===== src/rtl/instr_sequencer_if.sv =====
// Bus between the instruction sequencer, its program ROM and the CPU control unit.
// The master side is the sequencer; the slave side is the ROM/control-unit environment.
interface instr_sequencer_if #(
  parameter  int ADDR_W  = 8,
  localparam int INSTR_W = 4 + ADDR_W
) ();
  logic [ADDR_W-1:0]  instrAddr;
  logic               instrRd;
  logic [INSTR_W-1:0] instrData;
  logic [3:0]         opCode;
  logic [ADDR_W-1:0]  operand;
  logic               busy;
  logic               halted;

  modport master (
    output instrAddr, instrRd, opCode, operand, busy, halted,
    input  instrData
  );

  modport slave (
    input  instrAddr, instrRd, opCode, operand, busy, halted,
    output instrData
  );
endinterface


===== src/rtl/instr_sequencer.sv =====
// Instruction fetch/issue sequencer: reads a registered-read ROM, issues each opcode for
// ISSUE_CYCLES clocks, handles JMP/HALT locally. Define SEQ_SINGLE_STEP_EN for step-gated PAUSE.
module instr_sequencer #(
  parameter  int ADDR_W       = 8,
  parameter  int ISSUE_CYCLES = 2,
  localparam int INSTR_W      = 4 + ADDR_W
) (
  input  logic clk,
  input  logic rst,
  input  logic start,
`ifdef SEQ_SINGLE_STEP_EN
  input  logic step,
`endif
  instr_sequencer_if.master bus
);
  localparam int CNT_W = (ISSUE_CYCLES > 1) ? $clog2(ISSUE_CYCLES) : 1;
  localparam logic [3:0]       OP_JMP   = 4'hE;
  localparam logic [3:0]       OP_HALT  = 4'hF;
  localparam logic [3:0]       OP_NOP   = 4'hF;
  localparam logic [CNT_W-1:0] CNT_LOAD = CNT_W'(ISSUE_CYCLES - 1);

  typedef enum logic [2:0] {
    stIdle   = 3'd0,
    stFetch  = 3'd1,
    stWait   = 3'd2,
    stDecode = 3'd3,
    stIssue  = 3'd4,
    stHalted = 3'd5
`ifdef SEQ_SINGLE_STEP_EN
    , stPause = 3'd6
`endif
  } state_t;

  state_t             stateReg, stateNext;
  logic [ADDR_W-1:0]  pcReg, pcNext;
  logic [INSTR_W-1:0] irReg, irNext;
  logic [3:0]         opCodeReg, opCodeNext;
  logic [ADDR_W-1:0]  operandReg, operandNext;
  logic [CNT_W-1:0]   cntReg, cntNext;
  logic               rdReg, rdNext;
  logic               busyNow;

  logic [3:0]        irOp;
  logic [ADDR_W-1:0] irOperand;
  assign irOp      = irReg[INSTR_W-1 -: 4];
  assign irOperand = irReg[ADDR_W-1:0];

  always_ff @(posedge clk or posedge rst) begin
    if (rst) begin
      stateReg   <= stIdle;
      pcReg      <= '0;
      irReg      <= '0;
      opCodeReg  <= OP_NOP;
      operandReg <= '0;
      cntReg     <= '0;
      rdReg      <= 1'b0;
    end else begin
      stateReg   <= stateNext;
      pcReg      <= pcNext;
      irReg      <= irNext;
      opCodeReg  <= opCodeNext;
      operandReg <= operandNext;
      cntReg     <= cntNext;
      rdReg      <= rdNext;
    end
  end

  // The read strobe is registered: it is raised on every transition into FETCH.
  always_comb begin
    stateNext   = stateReg;
    pcNext      = pcReg;
    irNext      = irReg;
    opCodeNext  = opCodeReg;
    operandNext = operandReg;
    cntNext     = cntReg;
    rdNext      = 1'b0;
    case (stateReg)
      stIdle, stHalted: begin
        if (start) begin
          pcNext    = '0;
          stateNext = stFetch;
          rdNext    = 1'b1;
        end
      end
      stFetch: stateNext = stWait;
      stWait: begin
        irNext    = bus.instrData;
        stateNext = stDecode;
      end
      stDecode: begin
        if (irOp == OP_HALT) begin
          stateNext = stHalted;
        end else if (irOp == OP_JMP) begin
          pcNext    = irOperand;
          stateNext = stFetch;
          rdNext    = 1'b1;
        end else begin
          opCodeNext  = irOp;
          operandNext = irOperand;
          cntNext     = CNT_LOAD;
          stateNext   = stIssue;
        end
      end
      stIssue: begin
        if (cntReg == '0) begin
          opCodeNext = OP_NOP;
`ifdef SEQ_SINGLE_STEP_EN
          stateNext  = stPause;
`else
          pcNext     = pcReg + ADDR_W'(1);
          stateNext  = stFetch;
          rdNext     = 1'b1;
`endif
        end else begin
          cntNext = cntReg - CNT_W'(1);
        end
      end
`ifdef SEQ_SINGLE_STEP_EN
      stPause: begin
        if (step) begin
          pcNext    = pcReg + ADDR_W'(1);
          stateNext = stFetch;
          rdNext    = 1'b1;
        end
      end
`endif
      default: stateNext = stIdle;
    endcase
  end

  always_comb begin
    busyNow = 1'b0;
    case (stateReg)
      stFetch, stWait, stDecode, stIssue: busyNow = 1'b1;
`ifdef SEQ_SINGLE_STEP_EN
      stPause: busyNow = 1'b1;
`endif
      default: busyNow = 1'b0;
    endcase
  end

  assign bus.instrAddr = pcReg;
  assign bus.instrRd   = rdReg;
  assign bus.opCode    = opCodeReg;
  assign bus.operand   = operandReg;
  assign bus.busy      = busyNow;
  assign bus.halted    = (stateReg == stHalted);
endmodule


===== src/flat_wrapper.sv =====
// flat-port wrapper written by rule: the top's interface ports become plain ports
module instr_sequencer_flat 
#(
  parameter  int ADDR_W       = 8,
  parameter  int ISSUE_CYCLES = 2,
  localparam int INSTR_W      = 4 + ADDR_W
)
  (clk, rst, start, bus_instrAddr, bus_instrRd, bus_opCode, bus_operand, bus_busy, bus_halted, bus_instrData);
  instr_sequencer_if #(.ADDR_W(ADDR_W)) bus_i ();
  input  logic clk;
  input  logic rst;
  input  logic start;
  output wire logic [$bits(bus_i.instrAddr)-1:0] bus_instrAddr;
  output wire logic [$bits(bus_i.instrRd)-1:0] bus_instrRd;
  output wire logic [$bits(bus_i.opCode)-1:0] bus_opCode;
  output wire logic [$bits(bus_i.operand)-1:0] bus_operand;
  output wire logic [$bits(bus_i.busy)-1:0] bus_busy;
  output wire logic [$bits(bus_i.halted)-1:0] bus_halted;
  input wire logic [$bits(bus_i.instrData)-1:0] bus_instrData;
  assign bus_instrAddr = bus_i.instrAddr;
  assign bus_instrRd = bus_i.instrRd;
  assign bus_opCode = bus_i.opCode;
  assign bus_operand = bus_i.operand;
  assign bus_busy = bus_i.busy;
  assign bus_halted = bus_i.halted;
  assign bus_i.instrData = bus_instrData;
  instr_sequencer #(.ADDR_W(ADDR_W), .ISSUE_CYCLES(ISSUE_CYCLES)) u_core (.clk(clk), .rst(rst), .start(start), .bus(bus_i));
endmodule

===== config.mk =====
export PLATFORM = sky130hd
export DESIGN_NAME = instr_sequencer_flat
export DESIGN_NICKNAME = d
export VERILOG_FILES = /design/src/rtl/instr_sequencer_if.sv /design/src/rtl/instr_sequencer.sv /design/src/flat_wrapper.sv
export SDC_FILE = /design/constraint.sdc
export NUM_CORES = 1
export LEC_CHECK = 0
export CAP_MARGIN = 5
export CORE_UTILIZATION = 40
export DETAILED_ROUTE_END_ITERATION = 12
export PLACE_DENSITY = 0.66
export SYNTH_ARGS = -nofsm -noshare
export SYNTH_HDL_FRONTEND = slang
export SYNTH_SLANG_ARGS = --single-unit

===== constraint.sdc =====
create_clock -name clk -period 4.1 [get_ports clk]
set_clock_uncertainty 0.2 [all_clocks]
set_input_delay 0.82 -clock clk [delete_from_list [all_inputs] [get_ports clk]]
set_output_delay 0.82 -clock clk [all_outputs]
set_load 0.05 [all_outputs]

==> run summary, run 1 <==
HPWL after DPL - 2610 µm
Status - finished clean
Adder-Cell Fraction of Synth Area - 0.00724
Die area - 4590 µm²
Main synth FF type - dfrtp_1
Starting density of the core - 0.423
Final Slew Violations - 0
CP Max Fanout - 12
Vias in the first global route - 1,215
Ratio of cells with drive above 1 in the final layout - 0.189
Overflow after GRT - 0
First-pass DRT Iterations - 4
CP Launch Type - register
FF-to-FF setup slack - 1.81 ns
Worst EP arrival - 1.91 ns
Post-Synth XOR/XNOR Area - 0.0101
Final setup fails - 0
WS Path Type - reg -> out
Synth unique cells - 35
CP max-delay cell - clkdlybuf4s50_1
Simple-gate area share of the yosys netlist - 0.140
Fin Setup TNS - 0 ns
Slew margin rel. - 0.555
Maximum VDD drop - 0.456 mV
Ant. Diodes - 0
First-pass GRT wire length - 6130 µm
Worst-path cell chain - nor2_1, xnor2_1, clkdlybuf4s50_1
Met1 Track Usage GR - 0.258
Mux cell area share after synthesis - 0.130
Pleak - 0.906 nW
Worst-margin pin slew - 0.664 ns
Sequential-to-total area share from yosys stat - 0.539
Syn. warnings - 0
DRC viols - 0
Filler cells - 355
Post-CTS Setup Inserts - 0
Clock-pin slew on the worst setup and hold paths - 0.08 ns
RSZ-0062 raised after global routing - false
H-tree depth - 2
Cts repair resizes - 0
Largest family of logic cells by synthesized area - compound AO/OA/AOI/OAI gates
Tmin final - 2.93 ns
Slowest cell delay on critical path - 0.81 ns
FMAX - 342 MHz
# clock sinks - 37
Hold-fix buffers at CTS - 0
Crit path required time - 3.08 ns
Finished Layout Cells - 240
Worst Setup End Kind - output pin
Number of max-cap violations - 0
Avg Vias per Cell - 5.46
Final ANT Viol Nets - 0
GR Util All Layers - 0.185
Leading area contributor after synthesis - dfrtp_1
Pin count of the biggest net entering global routing - 38
I/O pin cnt - 38
Met2 usage - 0.267
Yosys reg bits - 37
Area of the multi-input gates - 747 µm²
Gpl congestion - 0.730
Number of enable flip-flop cells after synthesis - 0
Hold Crit Class - reg -> reg
Die W - 67.7 µm
Cell Area, Synth - 1730 µm²
Placed cells - 232
Clock root buffer - clkbuf_8
Initial antenna violation count - 0
Share of the synthesized area in the top cell type - 0.478
Final period utilization - 0.714
Nets - 205
Syn_nets - 165
CTS Buf Count - 5
Clk_lat worst skew - 0.29 ns
Area of the core - 4090 µm²
Post-Synthesis Cells - 149
Hold Fails Final Rpt - 0
Synth Area in Compound Gates - 0.144
Mapped Avg Cell Area - 11.6 µm²
Layout area overhead - 31.4%
CTS tree - built
Initial DRC Count - 59
WL final - 3780 µm
Mean routed wirelength per cell - 15.8 µm
Port bufs - 37
Pwr/cell area - 946 nW/µm²
Maximum root-to-sink buffer count - 2
Synth top area cells - dfrtp_1 48%, mux2_2 8.5%, dfstp_2 6.1%
Sequential cell area - 931 µm²
Hold WS - 0.301 ns
Chip height - 67.7 µm
Row Count - 23
DR vias - 1,310
GR met3 Demand/Resource - 0.0574
Async set-reset flop share out of synthesis - 1.00
Top Usage Layer GRT - met2
## placed cells by master, fill, tap and decap left out, types with 2 or more instances in the layout
cell type | synthesis | final
bufinv_16 | 0 | 2
clkdlybuf4s50_1 | 0 | 37
dfrtp_1 | 33 | 33
dfstp_2 | 4 | 4
o2bb2ai_1 | 7 | 7
clkbuf_8 | 0 | 5
and3_1 | 3 | 3
a22oi_1 | 2 | 2
a21oi_1 | 13 | 13
nand3_1 | 2 | 2
nor2_1 | 14 | 14
o21ai_0 | 5 | 5
nor3_2 | 2 | 2
mux2_1 | 7 | 7
nand2_1 | 5 | 5
buf_4 | 1 | 2
inv_1 | 2 | 2
xnor2_1 | 2 | 2
nor2b_1 | 2 | 2
o22ai_1 | 9 | 9
mux2_2 | 13 | 13
nor4_1 | 2 | 2
nor3_1 | 3 | 3
## stage by stage
step	total power [mW]	setup WS [ns]	utilization	instance area (µm²)
floorplan	1.46	1.67	-	1730
global placement	1.75	1.52	0.523	2140
detailed placement	1.78	1.49	0.523	2140
CTS	2.17	1.17	0.556	2270
global route	2.27	1.10	0.556	2270
finish	2.15	1.17	0.556	2270
## final cells by class
class,instances,area share
clock inverter,3,0.0287
timing repair buffer,39,0.170
sequential,37,0.410
tap,50,0.0275
inverter,3,0.00496
clock buffer,5,0.0303
multi-input combinational,103,0.329
## critical path: cells and delay by family, from the launching register on
family                 cells  cell delay, ns
flip-flops                 1            0.50
AND/OR/NAND/NOR            1            0.17
XOR/XNOR                   1            0.13
buffers and inverters      1            0.81
## kinds of logic (layout without fill, tap and decap cells)
logic type | after synthesis | in the layout
flip-flops | 37 | 37
AND/OR/NAND/NOR | 42 | 42
buffers and inverters | 9 | 50
AO/OA/AOI/OAI | 38 | 38
XOR/XNOR | 2 | 2
multiplexers | 20 | 20
adder cells (fa/ha/maj) | 1 | 1
## layer usage
layer  up-vias  part of all wire
li1        624                 -
met3         6             0.045
met4         0             0.013
met1       644              0.48
met5         -                 0
met2        36              0.46
## power breakdown
part	internal [mW]	total, mW	switching (mW)
registers	0.550	0.718	0.167
clock network	0.242	0.373	0.131
logic	0.414	1.06	0.645
## flip-flops by register name (all words and copies together), names as in the netlist
register,cells
u_core.bus.instrAddr,8
u_core.bus.instrRd,1
u_core.bus.opCode,4
u_core.bus.operand,8
u_core.cntReg,1
u_core.irReg,12
u_core.stateReg,3
## Yosys cell counts (2+ instances only)
| cell type | count |
|---|---|
| a21oi_1 | 13 |
| a22oi_1 | 2 |
| and3_1 | 3 |
| buf_2 | 4 |
| dfrtp_1 | 33 |
| dfstp_2 | 4 |
| inv_1 | 2 |
| mux2_1 | 7 |
| mux2_2 | 13 |
| nand2_1 | 5 |
| nand3_1 | 2 |
| nor2_1 | 14 |
| nor2b_1 | 2 |
| nor3_1 | 3 |
| nor3_2 | 2 |
| nor4_1 | 2 |
| o21ai_0 | 5 |
| o22ai_1 | 9 |
| o2bb2ai_1 | 7 |
| xnor2_1 | 2 |
## worst paths after layout
check / start / cells past startpoint / end
worst min register to register: u_core.bus.operand[1]$_DFFE_PP0P_ / 1 / u_core.bus.operand[1]$_DFFE_PP0P_
min in group asynchronous: rst / 3 / u_core.irReg[10]$_DFFE_PP0N_
worst max-delay path: u_core.stateReg[0]$_DFFE_PP0P_ / 3 / bus_busy
worst min-delay path: u_core.bus.operand[1]$_DFFE_PP0P_ / 1 / u_core.bus.operand[1]$_DFFE_PP0P_
max in group asynchronous: rst / 3 / u_core.bus.opCode[2]$_DFFE_PP1P_
worst max register to register: u_core.stateReg[0]$_DFFE_PP0P_ / 4 / u_core.bus.operand[1]$_DFFE_PP0P_
Power figures use the tool's default switching activity.
==> run 2, diff against run 1 <==
- PLACE_DENSITY: 0.66 -> 0.68
- clock period: 4.1 -> 2.6 ns (I/O delays scaled with it)
==> run 2 against run 1 <==
Net effect:
- setup slack got worse by 0.94 ns
- combinational power increased by 58%
- highest routed layer unchanged
- die area stayed put
- critical path depth fell by 2
- sequential share of layout area is 0.16 points higher
==> run summary, run 2 (synthesis results as in run 1) <==
FF-to-FF setup slack - 0.63 ns (-1.18 ns)
Commonest cells after routing, fill and taps aside - 35 x clkdlybuf4s50_1, 33 x dfrtp_1, 14 x nor2_1, 13 x mux2_2, 13 x a21oi_1
Worst Setup End Kind - output pin
Final ANT Viol Nets - 0 (unchanged)
Ratio of cells with drive above 1 in the final layout - 0.208 (+0.0189)
Ant. Diodes - 0 (unchanged)
Hold Startpoint - u_core.bus.operand[7]$_DFFE_PP0P_
Pleak - 0.905 nW (-0.17%)
Clock root buffer - clkbuf_8
CP Max Fanout - 3 (-9)
Crit path required time - 1.88 ns (-1.20 ns)
H-tree depth - 2 (unchanged)
Wire length on met2 - 1870 µm (+6.8%)
HPWL after DPL - 2680 µm (+2.8%)
Routed length on met3 - 188 µm (+11%)
Hold path depth - 1 (unchanged)
Mean routed wirelength per cell - 16.0 µm (+1.2%)
Row Count - 23 (unchanged)
Overflow after GRT - 0 (unchanged)
Chip height - 67.7 µm (unchanged)
Worst EP arrival - 1.64 ns (-0.27 ns)
Hold-fix buffers at CTS - 0 (unchanged)
Cts repair resizes - 0 (unchanged)
Die W - 67.7 µm (unchanged)
Area of the core - 4090 µm² (unchanged)
DR top layer - met4
Final Slew Violations - 0 (unchanged)
CP Launch Type - register
Gpl congestion - 0.809 (+11%)
Fin Setup TNS - 0 ns (unchanged)
GR Util All Layers - 0.189 (+0.00418)
Final period utilization - 0.909
Clk_lat worst skew - 0.29 ns (about the same)
CTS tree - built
Post-CTS Setup Inserts - 0 (unchanged)
First-pass DRT Iterations - 4 (unchanged)
Vias in the first global route - 1,294 (+6.5%)
Hold EP - u_core.bus.operand[7]$_DFFE_PP0P_
Tmin final - 2.36 ns
RSZ-0062 raised after global routing - false
Maximum VDD drop - 0.705 mV (+55%)
Final setup fails - 0 (unchanged)
Hold Fails Final Rpt - 0 (unchanged)
DRC viols - 0 (unchanged)
Initial antenna violation count - 0 (unchanged)
Nets - 207 (+0.98%)
Pwr/cell area - 1470 nW/µm² (+55%)
Worst-path cell chain - clkdlybuf4s50_1
Worst path bufs/invs - 1 (unchanged)
Die area - 4590 µm² (unchanged)
Hold Crit Class - reg -> reg
Kind of cell adding the most delay to the critical path - buffers and inverters
Placed cells - 234 (+0.86%)
Wl on met1 - 1730 µm (-4.6%)
DR vias - 1,338 (+2.1%)
Starting density of the core - 0.423 (unchanged)
Clock-pin slew on the worst setup and hold paths - 0.08 ns (about the same)
Largest register FFs - 12 (unchanged)
Number of max-cap violations - 0 (unchanged)
Pin count of the biggest net entering global routing - 38 (unchanged)
I/O pin cnt - 38 (unchanged)
Maximum root-to-sink buffer count - 2 (unchanged)
R2r startpoint - u_core.stateReg[2]$_DFFE_PP0P_
CTS Buf Count - 5 (unchanged)
WS Path Type - reg -> out
Worst-margin pin slew - 0.679 ns (+0.0147 ns)
Status - finished clean
Critical R2R Capture - u_core.bus.instrAddr[4]$_DFFE_PP0P_
# clock sinks - 37 (unchanged)
First-pass GRT wire length - 6110 µm (-0.34%)
WL final - 3860 µm (+2.1%)
Port bufs - 37 (unchanged)
Register with the most flip-flops - u_core.irReg
Avg Vias per Cell - 5.53 (+1.3%)
CP max-delay cell - clkdlybuf4s50_1
Slew margin rel. - 0.545 (-0.00984)
Leading cell type in the layout, fill and taps excluded - clkdlybuf4s50_1
Initial DRC Count - 77 (+31%)
Layout area overhead - 30.9%
Slowest cell delay on critical path - 0.80 ns (about the same)
Finished Layout Cells - 242 (+0.83%)
FMAX - 423 MHz
Reg2Reg Depth - 4 (unchanged)
[run 2: how the worst max path moves through the flow]
stage	startpoint	end	cells past startpoint
6_report	u_core.bus.opCode[0]$_DFFE_PP1P_	bus_opCode[0]	1
5_1_grt	u_core.bus.opCode[1]$_DFFE_PP1P_	bus_opCode[1]	1
4_1_cts	u_core.bus.opCode[0]$_DFFE_PP1P_	bus_opCode[0]	1
3_5_place_dp	start	u_core.bus.instrAddr[3]$_DFFE_PP0P_	5
3_3_place_gp	start	u_core.bus.instrAddr[6]$_DFFE_PP0P_	5
2_1_floorplan	u_core.stateReg[0]$_DFFE_PP0P_	bus_busy	3
[run 2: routing by layer]
metal | vias up | track usage
met1 | 660 | 0.239
met3 | 7 | 0.0490
met4 | 0 | 0.0878
met2 | 38 | 0.300
met5 | - | 0
li1 | 633 | -
[run 2: per-stage QoR]
| step | power (mW) | worst slack, ns | hold slack, ns | util | cell area (µm²) |
|---|---|---|---|---|---|
| after floorplan | 2.30 | 0.475 | 0.274 | - | 1730 |
| after global placement | 2.76 | 0.365 | 0.282 | 0.525 | 2150 |
| after detailed placement | 2.83 | 0.298 | 0.289 | 0.525 | 2150 |
| after CTS | 3.34 | 0.225 | 0.310 | 0.554 | 2260 |
| after global routing | 3.50 | 0.213 | 0.326 | 0.554 | 2260 |
| final | 3.32 | 0.237 | 0.309 | 0.554 | 2260 |
[run 2: cell type report]
| type | instances | area [µm²] |
|---|---|---|
| Multi-Input combinational cell | 103 | 747 |
| Clock buffer | 5 | 68.8 |
| Fill cell | 366 | 1820 |
| Tap cell | 50 | 62.6 |
| Timing Repair Buffer | 41 | 395 |
| Inverter | 3 | 11.3 |
| Clock inverter | 3 | 46.3 |
| Sequential cell | 37 | 931 |
[run 2: where the power goes]
| group | switching [mW] | leakage [nW] | total (mW) | internal [mW] |
|---|---|---|---|---|
| sequential | 0.272 | 0.447 | 1.14 | 0.867 |
| combinational | 1.02 | 0.404 | 1.68 | 0.661 |
| clock | 0.212 | 0.0543 | 0.499 | 0.287 |
| total | 1.50 | 0.905 | 3.32 | 1.81 |
==> run 3, diff against run 2 <==
- GPL_TIMING_DRIVEN: unset -> 0
- PLACE_DENSITY: 0.68 -> 0.66
- clock period: 2.6 -> 2.84 ns (I/O delays scaled with it)
==> run 3 against run 2 <==
Net effect:
- sequential power shrank 12%
- cell count grew 1.2%
- via count rose by 2.3%
- final area up 1.9%
- flip-flop and latch count unchanged
- combinational power is 4% lower
- wire length is 4.0% higher
- largest cell class unchanged
- highest routed layer unchanged
==> run summary, run 3 (synthesis results as in run 1) <==
Worst EP arrival - 1.96 ns (+0.32 ns)
Clock-pin slew on the worst setup and hold paths - 0.07 ns (about the same)
Clock root buffer - clkbuf_8
First-pass DRT Iterations - 4 (unchanged)
HPWL after DPL - 3010 µm (+12%)
Final period utilization - 0.961
I/O pin cnt - 38 (unchanged)
Slew margin rel. - 0.460 (-0.0851)
WS Path Type - reg -> out
Avg Vias per Cell - 5.59 (+1.1%)
Initial DRC Count - 92 (+19%)
Tmin final - 2.73 ns
Port bufs - 37 (unchanged)
CP Max Fanout - 10 (+7)
Maximum VDD drop - 0.703 mV (-0.38%)
Final setup fails - 0 (unchanged)
Final Instance Area - 2300 µm² (+1.9%)
Cts repair resizes - 0 (unchanged)
Area of the core - 4090 µm² (unchanged)
FF-to-FF setup slack - 0.78 ns (+0.15 ns)
Layout area overhead - 33.4%
Starting density of the core - 0.423 (unchanged)
DR vias - 1,369 (+2.3%)
# clock sinks - 37 (unchanged)
Status - finished clean
Power Total - 3.08 mW (-7.0%)
Gpl congestion - 0.747 (-7.6%)
Largest register FFs - 12 (unchanged)
Setup WS pre-CTS - 0.405 ns (+0.107 ns)
Clk_lat worst skew - 0.29 ns (about the same)
Hold Crit Class - reg -> reg
Final Worst Setup Slack - 0.109 ns (-0.128 ns)
Die W - 67.7 µm (unchanged)
Pin count of the biggest net entering global routing - 21 (-45%)
Nets - 210 (+1.4%)
Commonest cells after routing, fill and taps aside - 37 x clkdlybuf4s50_1, 33 x dfrtp_1, 14 x nor2_1, 13 x mux2_2, 13 x a21oi_1
WL final - 4010 µm (+4.0%)
Ratio of cells with drive above 1 in the final layout - 0.205 (-0.00321)
DRC viols - 0 (unchanged)
Pleak - 0.929 nW (+2.7%)
H-tree depth - 2 (unchanged)
Post-CTS Setup Inserts - 0 (unchanged)
Row Count - 23 (unchanged)
CTS Buf Count - 5 (unchanged)
Worst Setup End Kind - output pin
Dpl cell area - 2190 µm² (+1.9%)
Initial antenna violation count - 0 (unchanged)
GR Util All Layers - 0.197 (+0.00814)
Pwr/cell area - 1340 nW/µm² (-8.8%)
Final Slew Violations - 0 (unchanged)
RSZ-0062 raised after global routing - false
Leading cell type in the layout, fill and taps excluded - clkdlybuf4s50_1
Register with the most flip-flops - u_core.irReg
Mean routed wirelength per cell - 16.4 µm (+2.7%)
Hold Fails Final Rpt - 0 (unchanged)
CP Launch Type - register
Die area - 4590 µm² (unchanged)
Fin Setup TNS - 0 ns (unchanged)
Ant. Diodes - 0 (unchanged)
First-pass GRT wire length - 6500 µm (+6.3%)
FMAX - 366 MHz
Worst-margin pin slew - 0.810 ns (+0.131 ns)
Number of max-cap violations - 0 (unchanged)
Crit path required time - 2.07 ns (+0.19 ns)
Maximum root-to-sink buffer count - 2 (unchanged)
Overflow after GRT - 0 (unchanged)
Vias in the first global route - 1,292 (-0.15%)
Hold-fix buffers at CTS - 0 (unchanged)
Final ANT Viol Nets - 0 (unchanged)
Chip height - 67.7 µm (unchanged)
CTS tree - built
==> run 3: worst paths after layout <==
path,start,end,cells past startpoint
setup / recovery,u_core.stateReg[0]$_DFFE_PP0P_,bus_busy,4
hold / removal,u_core.bus.operand[5]$_DFFE_PP0P_,u_core.bus.operand[5]$_DFFE_PP0P_,1
max in group asynchronous,rst,u_core.bus.opCode[0]$_DFFE_PP1P_,3
min in group asynchronous,rst,u_core.irReg[10]$_DFFE_PP0N_,2
hold reg to reg,u_core.bus.operand[5]$_DFFE_PP0P_,u_core.bus.operand[5]$_DFFE_PP0P_,1
setup reg to reg,u_core.stateReg[0]$_DFFE_PP0P_,u_core.irReg[6]$_DFFE_PP0N_,4
==> run 3: per-layer routing <==
| layer | track usage | part of all wire |
|---|---|---|
| met5 | 0 | 0 |
| met3 | 0.0490 | 0.043 |
| met2 | 0.309 | 0.49 |
| met1 | 0.263 | 0.45 |
| met4 | 0.0665 | 0.014 |
==> run 3: layout make-up <==
type | count | area (µm²)
flip-flops and latches | 37 | 931
clock buffers | 7 | 86.3
inverters | 3 | 11.3
repair buffers | 38 | 398
plain buffers | 6 | 38.8
multi-input cells | 103 | 747
fillers | 353 | 1780
clock inverters | 1 | 30.0
well taps | 50 | 62.6
==> run 3: worst max-delay path: stages, from the launching register on <==
cell and delay (ns):
dfrtp_1 0.40, buf_2 0.19, nor2_1 0.14, xnor2_1 0.13, clkdlybuf4s50_1 0.82
==> run 3: power breakdown <==
group | leakage [nW] | switching, mW | internal, mW
sequential | 0.447 | 0.203 | 0.795
clock | 0.0585 | 0.184 | 0.286
combinational | 0.424 | 0.994 | 0.622
==> run 3: per-stage QoR <==
stage / cells / util / hold WS [ns]
6_report: 245 / 0.564 / 0.307
5_1_grt: 245 / 0.564 / 0.318
4_1_cts: 245 / 0.564 / 0.310
3_5_place_dp: 237 / 0.536 / 0.293
3_3_place_gp: 236 / 0.529 / 0.281
2_1_floorplan: 149 / - / 0.274
==> RTL change 1 (flow settings as in run 2) <==
The 6 states of `state_t` get a Gray code encoding in 3 bits.
--- a/src/rtl/instr_sequencer.sv
+++ b/src/rtl/instr_sequencer.sv
@@ -22,8 +22,8 @@
   typedef enum logic [2:0] {
-    stIdle   = 3'd0,
-    stFetch  = 3'd1,
-    stWait   = 3'd2,
-    stDecode = 3'd3,
-    stIssue  = 3'd4,
-    stHalted = 3'd5
+    stIdle   = 3'b000,
+    stFetch  = 3'b001,
+    stWait   = 3'b011,
+    stDecode = 3'b010,
+    stIssue  = 3'b110,
+    stHalted = 3'b111
 `ifdef SEQ_SINGLE_STEP_EN
Function: same outputs for any inputs over 10 cycles, from zero or initial values and one cycle with rst high; not proved beyond that.
==> RTL change 1 against run 2 <==
Total power rose by 6.6%. Non-clock buffer count decreased by 2. Wire length rose by 0.21%. Via count rose by 2.7%. Synthesized area increased by 0.72%. Sequential cell count unchanged. Hold slack improved by 0.0017 ns. Sequential share of layout area is 0.20 points lower. Setup slack improved by 0.025 ns. Final area is 0.50% higher.
==> RTL change 1: results (changes against run 2) <==
Critical path
  – Slowest CP cell: clkdlybuf4s50_1
  – Reg2Reg Depth: 4 (unchanged)
  – Arrival time at the worst endpoint: 1.62 ns (-0.02 ns)
  – Max incr delay on CP: 0.80 ns (about the same)
  – Peak fanout along the critical path: 2 (-1)

Route
  – Drt first pass iters: 4 (unchanged)
  – Overall routed net length: 3868 µm (+0.21%)
  – Via/cell ratio: 5.701 (+3.1%)
  – Initial DRC Count: 119 (+55%)

Place
  – Post-detail-place hpwl: 2786 µm (+3.8%)
  – Routability cong.: 0.8166 (+1.0%)
  – Port Buf Inserts: 37 (unchanged)

Layout
  – Final Net Count: 206 (-0.48%)
  – Biggest register: u_core.irReg
  – Layout cell share with drive strength beyond 1: 0.2199 (+0.01156)
  – # fillers: 358 (-2.2%)
  – N_diodes: 0 (unchanged)
  – Max reg flops: 12 (unchanged)

Clock network
  – CTS Buf Count: 5 (unchanged)
  – Clock buffer depth: 2 (unchanged)
  – H-Tree Depth: 2 (unchanged)
  – Worst skew pair latency: 0.28 ns
  – Clk pin slew, worst setup/hold paths: 0.07 ns
  – Number of setup buffers added after CTS: 0 (unchanged)
  – Root buf cell: clkbuf_8

Pwr
  – Pleak: 0.0009530 µW (+5.3%)
  – Worst vdd ir: 0.9318 mV (+32%)
  – Cell-internal power: 1950 µW (+7.5%)

Global routing
  – Gr usage total: 0.1961 (+0.007236)
  – Vias in the first global route: 1378 (+6.5%)
  – First-pass GRT wire length: 6596 µm (+7.9%)
  – Initial antenna violation count: 0 (unchanged)
  – Largest net degree at the start of global routing: 38 (unchanged)

Run status
  – Status: complete, no violations

Synthesis
  – Synth top cells by count: dfrtp_1 (33), mux2_2 (20), nand2_1 (13)
  – Ranking of synthesized cells by area: dfrtp_1 (47%), mux2_2 (13%), dfstp_2 (6.0%), nand2_1 (2.8%), o21ai_0 (2.0%)
  – Sequential share of the synthesized area: 0.5349 (-0.003873)
  – Syn_nets: 165 (unchanged)
  – Distinct cell type count after synthesis: 37 (+5.7%)

Worst hold path
  – Hold Path Depth: 1 (unchanged)
  – Worst hold-check path type: reg -> reg

STA
  – Slew @ Worst Pin: 0.5298 ns (-0.1494 ns)
[RTL change 1: through the flow]
step | instances | area, µm² | setup WS, ns | power (µW)
floorplan | 149 | 1740 | 0.1580 | 2483
global route | 241 | 2273 | 0.1838 | 3741
finish | 241 | 2273 | 0.2620 | 3536
detailed placement | 233 | 2157 | 0.1786 | 3033
global placement | 233 | 2157 | 0.2094 | 2986
CTS | 241 | 2273 | 0.2542 | 3549
[RTL change 1: area by class of cell]
| type | instances | area share |
|---|---|---|
| timing repair buffer | 39 | 0.1673 |
| sequential | 37 | 0.4095 |
| clock inverter | 1 | 0.01321 |
| multi-input combinational | 101 | 0.3341 |
| tap | 50 | 0.02752 |
| inverter | 6 | 0.01046 |
| clock buffer | 7 | 0.03797 |
[RTL change 1: path summary, 6_finish.rpt]
check	start	end	slack (ns)
max reg2reg	u_core.stateReg[0]$_DFFE_PP0P_	u_core.bus.instrAddr[1]$_DFFE_PP0P_	0.50
max	u_core.bus.opCode[2]$_DFFE_PP1P_	bus_opCode[2]	0.26
min	u_core.bus.operand[4]$_DFFE_PP0P_	u_core.bus.operand[4]$_DFFE_PP0P_	0.31
min in group asynchronous	rst	u_core.bus.instrAddr[2]$_DFFE_PP0P_	0.44
max in group asynchronous	rst	u_core.bus.opCode[0]$_DFFE_PP1P_	1.41
min reg2reg	u_core.bus.operand[4]$_DFFE_PP0P_	u_core.bus.operand[4]$_DFFE_PP0P_	0.31
[RTL change 1: per-layer routing]
layer  global-route usage  share of wire
met5                    0              0
met4              0.08594         0.0078
met2               0.3100           0.51
met1               0.2505           0.45
met3              0.05333          0.033
[RTL change 1: power groups by stage]
stage	clock network (µW)	registers, µW	logic, µW
floorplan	0	1600	888
global placement	0	1160	1820
detailed placement	0	1180	1860
CTS	516	1170	1860
global route	541	1220	1980
finish	511	1170	1850
[RTL change 1: logic make-up after synthesis]
family,after synthesis,share of synthesized area
buffers and inverters,11,0.02875
AND/OR/NAND/NOR,43,0.1352
AO/OA/AOI/OAI,35,0.1474
adder cells (fa/ha/maj),1,0.007188
flip-flops,37,0.5349
multiplexers,22,0.1467
==> RTL change 2 (settings of run 2) <==
Made on the original files. `ADDR_W` is set to 8 in 3 places; all go to 7.
--- a/src/rtl/instr_sequencer_if.sv
+++ b/src/rtl/instr_sequencer_if.sv
@@ -3,3 +3,3 @@
 interface instr_sequencer_if #(
-  parameter  int ADDR_W  = 8,
+  parameter  int ADDR_W  = 7,
   localparam int INSTR_W = 4 + ADDR_W
--- a/src/rtl/instr_sequencer.sv
+++ b/src/rtl/instr_sequencer.sv
@@ -3,3 +3,3 @@
 module instr_sequencer #(
-  parameter  int ADDR_W       = 8,
+  parameter  int ADDR_W       = 7,
   parameter  int ISSUE_CYCLES = 2,
--- a/src/flat_wrapper.sv
+++ b/src/flat_wrapper.sv
@@ -3,3 +3,3 @@
 #(
-  parameter  int ADDR_W       = 8,
+  parameter  int ADDR_W       = 7,
   parameter  int ISSUE_CYCLES = 2,
Ports: changed (resized bus_instrAddr, bus_instrData and bus_operand); port bits go from 38 to 35. The function was not compared with the original's and may differ.
==> RTL change 2 against run 2 <==
Critical path depth did not move. Final area fell by 9.4%. Sequential cell count fell by 3. Highest routed layer unchanged. First-iteration DRC count fell by 52%. Global-route usage fell by 2.2 points. Synthesized area fell by 8.3%. Maximum frequency rose by 1.4%. Setup slack improved by 0.032 ns. Critical path type unchanged. Count of clock-buffer cells in the layout rose by 2. Wire length fell by 20%.
Power is not shown: default switching activity piles up to over one toggle a cycle in this logic, so the estimate is an artifact.
==> RTL change 2: results (changes against run 2) <==
Synthesis
  – Syn_nets: 144 (-13%)
  – Sequential share of the synthesized area: 0.5399 (+0.001118)
  – Ranking of synthesized cells by area: dfrtp_1 (47%), mux2_2 (13%), dfstp_2 (6.6%), o21ai_0 (3.5%), a22o_1 (3.3%)
  – Distinct cell type count after synthesis: 34 (-2.9%)
  – Synth top cells by count: dfrtp_1 (30), mux2_2 (18), nand2_1 (11), o21ai_0 (11), a22o_1 (6)

Layout
  – Layout cell share with drive strength beyond 1: 0.2560 (+0.04762)
  – N_diodes: 0 (unchanged)
  – Final Net Count: 182 (-12%)
  – Biggest register: u_core.irReg
  – Max reg flops: 11 (-1)

Place
  – Routability cong.: 0.8094 (+0.11%)
  – Post-detail-place hpwl: 2200 µm (-18%)
  – DP Worst Slack: 0.1884 ns (-0.1091 ns)
  – Port Buf Inserts: 34 (-8.1%)

Clock network
  – H-Tree Depth: 2 (unchanged)
  – CTS Buf Count: 5 (unchanged)
  – Number of setup buffers added after CTS: 0 (unchanged)
  – Worst skew pair latency: 0.28 ns

Route
  – Via/cell ratio: 5.222 (-5.5%)
  – Initial DRC Count: 37 (-52%)
  – Drt first pass iters: 4 (unchanged)
  – Wire per inst: 14.38 µm (-9.9%)

STA
  – Slew @ Worst Pin: 0.6241 ns (-0.05510 ns)
  – Final worst-path cycle share: 0.8966 (-0.01227)

Global routing
  – Gr usage total: 0.1665 (-0.02231)
  – Initial antenna violation count: 0 (unchanged)
  – Largest net degree at the start of global routing: 35 (-7.9%)
  – First-pass GRT wire length: 5292 µm (-13%)
  – Vias in the first global route: 1145 (-12%)

Run status
  – Status: complete, no violations

Critical path
  – Peak fanout along the critical path: 2 (-1)
  – Arrival time at the worst endpoint: 1.61 ns (-0.03 ns)
  – Worst reg-to-reg setup slack: 0.52 ns (-0.11 ns)
  – Worst path top cell family by delay: buffers and inverters

Worst hold path
  – Worst hold-check path type: reg -> reg
[RTL change 2: routing by layer]
layer | global-route usage | share of wire | vias up | wire [µm]
li1 | - | - | 548 | -
met1 | 0.2190 | 0.46 | 553 | 1437
met2 | 0.2604 | 0.49 | 25 | 1514
met3 | 0.04401 | 0.045 | 2 | 139
met4 | 0.06389 | 0.0045 | 0 | 14
met5 | 0 | 0 | - | 0
[RTL change 2: cells by family after synthesis]
family | count (synthesis) | share of synthesized area
AOI/OAI and AO/OA | 31 | 0.1460
xor gates and xnor gates | 2 | 0.01105
adders and majority gates | 1 | 0.007891
buffers and inverters | 10 | 0.04577
DFF | 34 | 0.5399
muxes | 19 | 0.1373
and+or+nand+nor | 32 | 0.1121
[RTL change 2: path summary, 6_finish.rpt]
path | startpoint | endpoint | cells past startpoint
min reg2reg | u_core.bus.operand[2]$_DFFE_PP0P_ | u_core.bus.operand[2]$_DFFE_PP0P_ | 1
max reg2reg | u_core.stateReg[2]$_DFFE_PP0P_ | u_core.bus.instrAddr[1]$_DFFE_PP0P_ | 4
max | u_core.bus.opCode[2]$_DFFE_PP1P_ | bus_opCode[2] | 1
min in group asynchronous | rst | u_core.irReg[9]$_DFFE_PP0N_ | 3
max in group asynchronous | rst | u_core.bus.opCode[0]$_DFFE_PP1P_ | 3
min | u_core.bus.operand[2]$_DFFE_PP0P_ | u_core.bus.operand[2]$_DFFE_PP0P_ | 1
[RTL change 2: layout make-up]
type | instances | area (µm²)
Clock buffer | 7 | 86.33
Fill cell | 355 | 1694
Clock inverter | 1 | 5.005
Multi-Input combinational cell | 85 | 656.9
Tap cell | 48 | 60.06
Timing Repair Buffer | 37 | 370.4
Inverter | 4 | 15.01
Sequential cell | 34 | 855.8
[RTL change 2: worst reg2reg max path, cell delays in order (launching register included)]
cell and delay, ns:
dfrtp_1 0.52, or2b_2 0.38, o31ai_4 0.37, or2_1 0.20, mux2_4 0.30
[RTL change 2: metrics by stage]
step | hold slack, ns | utilization | instances | area [µm²]
after floorplan | 0.2630 | - | 129 | 1585
after global placement | 0.2913 | 0.5231 | 208 | 1958
after detailed placement | 0.2949 | 0.5231 | 208 | 1958
after CTS | 0.3145 | 0.5475 | 216 | 2049
after global routing | 0.3351 | 0.5475 | 216 | 2049
final | 0.3084 | 0.5475 | 216 | 2049
